$ cat config.mk
export PLATFORM = sky130hd
export DESIGN_NAME = alu_op_sequencer
export DESIGN_NICKNAME = d
export VERILOG_FILES = /design/src/rtl/alu_op_sequencer.sv
export SDC_FILE = /design/constraint.sdc
export NUM_CORES = 1
export LEC_CHECK = 0
export CORE_MARGIN = 4
export CORE_UTILIZATION = 30
export DETAILED_ROUTE_END_ITERATION = 6
export GPL_ROUTABILITY_DRIVEN = 1
export PLACE_DENSITY = 0.85
export SYNTH_ARGS = -nofsm -noshare
export SYNTH_HDL_FRONTEND = slang
export SYNTH_SLANG_ARGS = --single-unit
$ cat constraint.sdc
create_clock -name clk -period 2.8 [get_ports clk]
set_input_delay 0.42 -clock clk [delete_from_list [all_inputs] [get_ports clk]]
set_output_delay 0.42 -clock clk [all_outputs]
set_load 0.02 [all_outputs]
$ cat src/rtl/alu_op_sequencer.sv
// ALU operation sequencer: accepts ALU requests, fetches B, drives alu8 and owns the A/F registers.
// Optional memory-operand path enabled by defining MEM_OPERAND_EN.
module alu_op_sequencer #(
  parameter logic [7:0]  RESET_A     = 8'h01,
  parameter logic [7:0]  RESET_F     = 8'hB0,
  parameter int unsigned MEM_TIMEOUT = 15
) (
  input  logic        clk,
  input  logic        resetN,
  input  logic        reqValid,
  output logic        reqReady,
  input  logic [3:0]  reqOp,
  input  logic        reqSrc,
  input  logic [7:0]  reqOperand,
  input  logic [15:0] reqAddr,
  output logic        memRdReq,
  output logic [15:0] memAddr,
  input  logic        memRdValid,
  input  logic [7:0]  memRdData,
  output logic [7:0]  aluA,
  output logic [7:0]  aluB,
  output logic [3:0]  aluOp,
  output logic        aluCarry,
  input  logic [7:0]  aluRes,
  input  logic [7:0]  aluFlags,
  input  logic        loadA,
  input  logic [7:0]  loadData,
  output logic [7:0]  regAOut,
  output logic [7:0]  regFOut,
  output logic        done,
  output logic        opErr
);

  typedef enum logic [1:0] {IDLE, FETCH, EXEC} state_t;

  localparam logic [3:0] OP_CP        = 4'd4;
  localparam logic [3:0] OP_LAST      = 4'd9;
  localparam logic [7:0] TIMEOUT_LAST = 8'(MEM_TIMEOUT - 1);

  state_t      state, state_nxt;
  logic [3:0]  op_q;
  logic [7:0]  b_q;
  logic [7:0]  a_q;
  logic [7:0]  f_q;
  logic [7:0]  wait_cnt;
  logic        done_q;
  logic        err_q;
  logic        accept;
  logic        src_eff;
  logic        mem_valid;
  logic [7:0]  mem_data;
  logic        timeout;

`ifdef MEM_OPERAND_EN
  logic [15:0] addr_q;
  logic        unused_flags;

  assign src_eff   = reqSrc;
  assign mem_valid = memRdValid;
  assign mem_data  = memRdData;
  assign memRdReq  = (state == FETCH);
  assign memAddr   = (state == FETCH) ? addr_q : 16'h0000;
  assign unused_flags = ^aluFlags[3:0];

  always_ff @(posedge clk or negedge resetN) begin
    if (!resetN)
      addr_q <= 16'h0000;
    else if (accept)
      addr_q <= reqAddr;
  end
`else
  // Memory-operand path compiled out: FETCH is unreachable and the memory inputs are sunk here.
  logic unused_mem;

  assign src_eff    = 1'b0;
  assign mem_valid  = 1'b0;
  assign mem_data   = 8'h00;
  assign memRdReq   = 1'b0;
  assign memAddr    = 16'h0000;
  assign unused_mem = ^{reqSrc, reqAddr, memRdValid, memRdData, aluFlags[3:0]};
`endif

  // Gate with resetN so no request is accepted while reset is held.
  assign reqReady = resetN && (state == IDLE);
  assign accept   = reqValid && reqReady;
  assign timeout  = (state == FETCH) && !mem_valid && (wait_cnt == TIMEOUT_LAST);

  assign aluA     = (state == EXEC) ? a_q    : 8'h00;
  assign aluB     = (state == EXEC) ? b_q    : 8'h00;
  assign aluOp    = (state == EXEC) ? op_q   : 4'h0;
  assign aluCarry = (state == EXEC) ? f_q[4] : 1'b0;

  assign regAOut = a_q;
  assign regFOut = f_q;
  assign done    = done_q;
  assign opErr   = err_q;

  always_ff @(posedge clk or negedge resetN) begin
    if (!resetN)
      state <= IDLE;
    else
      state <= state_nxt;
  end

  // NOTE: next-state defaults to the current state before the case, so no path leaves it unassigned (no latch).
  always_comb begin
    state_nxt = state;
    case (state)
      IDLE:    if (accept) state_nxt = src_eff ? FETCH : EXEC;
      FETCH: begin
        if (mem_valid)    state_nxt = EXEC;
        else if (timeout) state_nxt = IDLE;
      end
      EXEC:    state_nxt = IDLE;
      default: state_nxt = IDLE;
    endcase
  end

  // NOTE: sequential state uses non-blocking assignments so every register samples pre-edge values.
  always_ff @(posedge clk or negedge resetN) begin
    if (!resetN) begin
      op_q     <= 4'h0;
      b_q      <= 8'h00;
      a_q      <= RESET_A;
      f_q      <= RESET_F;
      wait_cnt <= 8'h00;
      done_q   <= 1'b0;
      err_q    <= 1'b0;
    end else begin
      done_q <= 1'b0;
      err_q  <= 1'b0;
      case (state)
        IDLE: begin
          if (loadA) a_q <= loadData;
          if (accept) begin
            op_q     <= reqOp;
            b_q      <= reqOperand;
            wait_cnt <= 8'h00;
          end
        end
        FETCH: begin
          if (mem_valid) begin
            b_q <= mem_data;
          end else if (timeout) begin
            done_q <= 1'b1;
            err_q  <= 1'b1;
          end else begin
            wait_cnt <= wait_cnt + 8'd1;
          end
        end
        EXEC: begin
          done_q <= 1'b1;
          if (op_q > OP_LAST) begin
            err_q <= 1'b1;
          end else begin
            f_q <= {aluFlags[7:4], 4'b0000};
            if (op_q != OP_CP) a_q <= aluRes;
          end
        end
        default: ;
      endcase
    end
  end

endmodule

; ---- Yosys cells after proc, flatten, opt, wreduce, memory -nomap -nowiden
; Index checks and enable logic that the tools add are counted.
[word_totals]
regBits = 36
inputBits = 66
output_inout_bits = 57
word_cells = 50
[classes]
n_addsub = 1
order_cmp = 1
n_eq_ne = 10
n_mux = 18
bitwise = 1
reduce_logical = 11
[op_table]
columns = op, n
row1 = $mux W8, 7
row2 = $pmux W8 S2, 2
row3 = $ne A2 B2 Y1 const B, 5
row4 = $add A8 B1 Y8 const B, 1
row5 = $eq A8 B4 Y1 const B, 1
row6 = $reduce_and A2 Y1, 3
row7 = $gt A4 B4 Y1 const B, 1
row8 = $mux W2, 2
row9 = $mux W4, 1
row10 = $ne A4 B3 Y1 const B, 1
row11 = $pmux W1 S2, 2
row12 = $pmux W2 S2, 1
row13 = $reduce_and A4 Y1, 1
row14 = $reduce_bool A2 Y1, 2
row15 = $logic_and A1 B1 Y1, 3
row16 = $mux W1, 3
row17 = $reduce_and A3 Y1, 1
row18 = $eq A2 B1 Y1 const B, 1
row19 = $eq A2 B2 Y1 const B, 1
row20 = $logic_not A2 Y1, 1
row21 = $ne A2 B1 Y1 const B, 1
row22 = $not A1 Y1, 1

; ---- Longest topological paths before layout
[depth]
ltp_word = 5
ltp_mapped = 4
depth_no_buf = 3

; ---- Worst setup path after synthesis
; No wires, ideal clock.
[synth_path]
kind = input -> register
startpoint = input port resetN
endpoint = register b_q[1]
setup_ps = 125
arrival_ps = 1439
required_ps = 2675
slack_ps = 1236
stages = 4
path_buffers = 1
path_cell_list = nor2b_1 -> nand2_1 -> buf_2 -> mux2_2
[synth_between]
elab_chain_len = 3
[synth_rtl]
columns = element, line_no
row1 = "start, declared", 9  ; input logic resetN,
row2 = $logic_and A1 B1 Y1, 84  ; assign reqReady = resetN && (state == IDLE);
row3 = $logic_and A1 B1 Y1, 85  ; assign accept = reqValid && reqReady;
row4 = $reduce_and A2 Y1 (no source line), n/a
row5 = "end signal, assigned", 137  ; b_q <= reqOperand;
row6 = "end signal, assigned", 143  ; b_q <= mem_data;
row7 = "end, declared", 42  ; logic [7:0] b_q;
; Every way passes these cells.
; A chain may end at the register's enable or synchronous reset.

; ---- Final worst setup path
[layout_path]
startpoint = input port resetN
endpoint = output port reqReady
[layout_between]
elab_chain_len = 1
[layout_rtl]
columns = element, line_no
row1 = $logic_and A1 B1 Y1, 84
row2 = "end, declared", 11  ; output logic reqReady,
; Every way passes these cells.

==> flow_metrics.py <==
metrics = {
    "detailed_routing": {
        "wl_met2_um": 1670,
        "drcViolationCount": 0,
        "ant_nets": 0,
        "routed.top_layer": "met3",
        "viasPerCell": 4.47,
        "drt_first_pass_iters": 4,
        "drt_iter0_markers": 35,
        "totalWireLength_um": 3400,
        "wl_met3_um": 330,
        "met1_length_um": 1400,
        "via_count": 1123,
        "wl_per_cell_um": 13.6,
    },
    "power": {
        "p_total_mw": 1.15,
        "power.ir.vdd_worst_mv": 0.393,
        "powerDensity_mw_per_mm2": 527,
        "leakagePower_nw": 0.932,
    },
    "global_route": {
        "grt_max_degree": 28,
        "grt_pass1_vias": 1139,
        "antenna_found_initial": 0,
        "grt_pass1_wl_um": 5420,
        "grt-ovfl-total": 0,
        "grt_usage_pct": 11.0,
    },
    "synth": {
        "ys_seq_area_share_pct": 46.9,
        "ys_seq_elements": 27,
        "synthCells": 126,
        "syn_area_per_cell_um2": 11.5,
        "yosysTopAreaCellShare_pct": 39.6,
        "synth.area.top_cells": "dfrtp_1 (40%), mux2_2 (12%), buf_4 (11%)",
        "synth_cell_type_count": 20,
        "synth.cell_area_mm2": 0.00145,
        "ys_warn_count": 0,
        "yosys.area.top_type": "dfrtp_1",
    },
    "sta": {
        "min_period_ps": 2130,
        "timing.fmax_mhz": 469,
        "grt_setup_unrepaired": "false",
        "timing.final.crit_share_pct": 76.1,
        "fin_worst_skew_ps": 2.55,
        "relSlewSlack_pct": 57.5,
        "setup_viol_count_final": 0,
        "tns_ps": 0,
        "drv_slew": 0,
        "tightest_slew_ps": 634,
        "finalHoldViolations": 0,
    },
    "placed_design": {
        "place_congestion": 0.690,
        "hpwl_um": 2640,
        "port_buffers": 71,
    },
    "clock_network": {
        "clk_pin_slew_ps": 90,
        "cts_tree": "yes",
        "cts_made_buffers": 3,
        "htreeDepth": 1,
        "post_cts_buffers": 0,
        "cts_hold_buf": 0,
        "insertion_delay_ps": 270,
        "cts.sinks": 27,
        "cts_resized": 0,
        "cts_buffer_depth": 2,
        "root_buffer": "clkbuf_8",
    },
    "floorplan": {
        "io_pins": 123,
        "die_height_um": 77.6,
        "design.core.area_mm2": 0.00469,
        "die_w_um": 77.6,
        "initial_core_util_pct": 31.0,
        "rows": 25,
        "dieArea_mm2": 0.00602,
    },
    "cells_and_area": {
        "final_cell_mix": "clkdlybuf4s50_1 (71), dfrtp_1 (23), conb_1 (21), and2_1 (20), mux2_2 (16)",
        "fin_nets": 264,
        "area_growth_pct": 50.4,
        "diodes": 0,
        "drive_above_1_share_pct": 13.7,
        "final_common_cell": "clkdlybuf4s50_1",
    },
    "critical_path": {
        "crit-reg2reg-capture": "op_q[0]$_DFFE_PN0P_",
        "r2r_setup_slack_ps": 1160,
        "start_kind": "input port",
        "endpoint": "reqReady",
        "end_kind": "output pin",
        "worst_ep_required_time_ps": 2380,
        "worstSetupPathType": "input port to output pin",
        "r2r_start": "state[1]$_DFFE_PN0P_",
        "worst-path-max-fanout": 2,
        "arrival_ps": 1710,
        "crit_start": "resetN",
        "rr_worst_depth": 4,
    },
    "job": {
        "drv_cap": 0,
    },
    "hold_path": {
        "hp-class": "flop to flop",
    },
    "outcome": {
        "status": "finished, final reports clean",
    },
}
## area by class of cell
type                            count  area, um^2
Fill cell                         461        2510
Timing Repair Buffer               74         733
Sequential cell                    27         681
Multi-Input combinational cell     91         654
Tap cell                           54        67.6
Clock buffer                        4        45.0
Inverter                            1        3.75
## through the flow
| step | instances | util (%) | worst slack (ps) | hold slack, ps | cell area (um^2) |
|---|---|---|---|---|---|
| floorplan | 146 | - | 1240 | 124 | 1530 |
| global placement | 247 | 45.6 | 662 | 480 | 2140 |
| detailed placement | 247 | 45.6 | 650 | 489 | 2140 |
| CTS | 251 | 46.6 | 653 | 512 | 2180 |
| global route | 251 | 46.6 | 601 | 530 | 2180 |
| finish | 251 | 46.6 | 668 | 506 | 2180 |
## kinds of logic after synthesis
logic type             share of synthesized area, %
multiplexers                                   12.4
other                                         0.258
AO/OA/AOI/OAI                                  12.4
AND/OR/NAND/NOR                                14.8
flip-flops                                     46.9
buffers and inverters                          13.3
## flip-flops by register name, indices dropped and copies added (netlist names)
name / cells
op_q: 4
done: 1
opErr: 1
regAOut: 8
state: 1
regFOut: 4
b_q: 8
## critical path: stages
cell	delay, ps
clkdlybuf4s50_1	480
nor2b_1	190
clkdlybuf4s50_1	630
## worst min path at each step
stage	start	endpoint	slack, ps	cells after the start
finish	b_q[0]$_DFFE_PN0P_	b_q[0]$_DFFE_PN0P_	510	1
global route	b_q[7]$_DFFE_PN0P_	b_q[7]$_DFFE_PN0P_	530	1
CTS	b_q[7]$_DFFE_PN0P_	b_q[7]$_DFFE_PN0P_	510	1
detailed placement	b_q[7]$_DFFE_PN0P_	b_q[7]$_DFFE_PN0P_	490	1
global placement	b_q[0]$_DFFE_PN0P_	b_q[0]$_DFFE_PN0P_	480	1
floorplan	resetN	b_q[0]$_DFFE_PN0P_	120	0
## report_power, final
group	internal [mW]	leakage [nW]	switching, mW
clock	0.102	0.0228	0.120
sequential	0.470	0.316	0.0436
combinational	0.226	0.593	0.189
total	0.798	0.932	0.353
## layer usage
metal,vias to the layer above,global-route usage (%)
met1,541,12.5
met4,0,0
met2,50,20.1
met5,-,0
met3,0,4.99
li1,532,-
## Yosys cell counts
cell type and count:
and2_1 20, nor2b_1 10, and2_2 1, clkbuf_1 4, o21ai_0 1, o21ai_1 1, mux2_2 16, o221a_1 8
a211o_1 8, dfstp_2 4, inv_1 1, conb_1 1, nand2_1 2, o21ba_1 1, buf_2 1, dfrtp_1 23
or3b_1 1, nor2_1 1, buf_6 1, buf_4 21
Power figures use the tool's default switching activity.
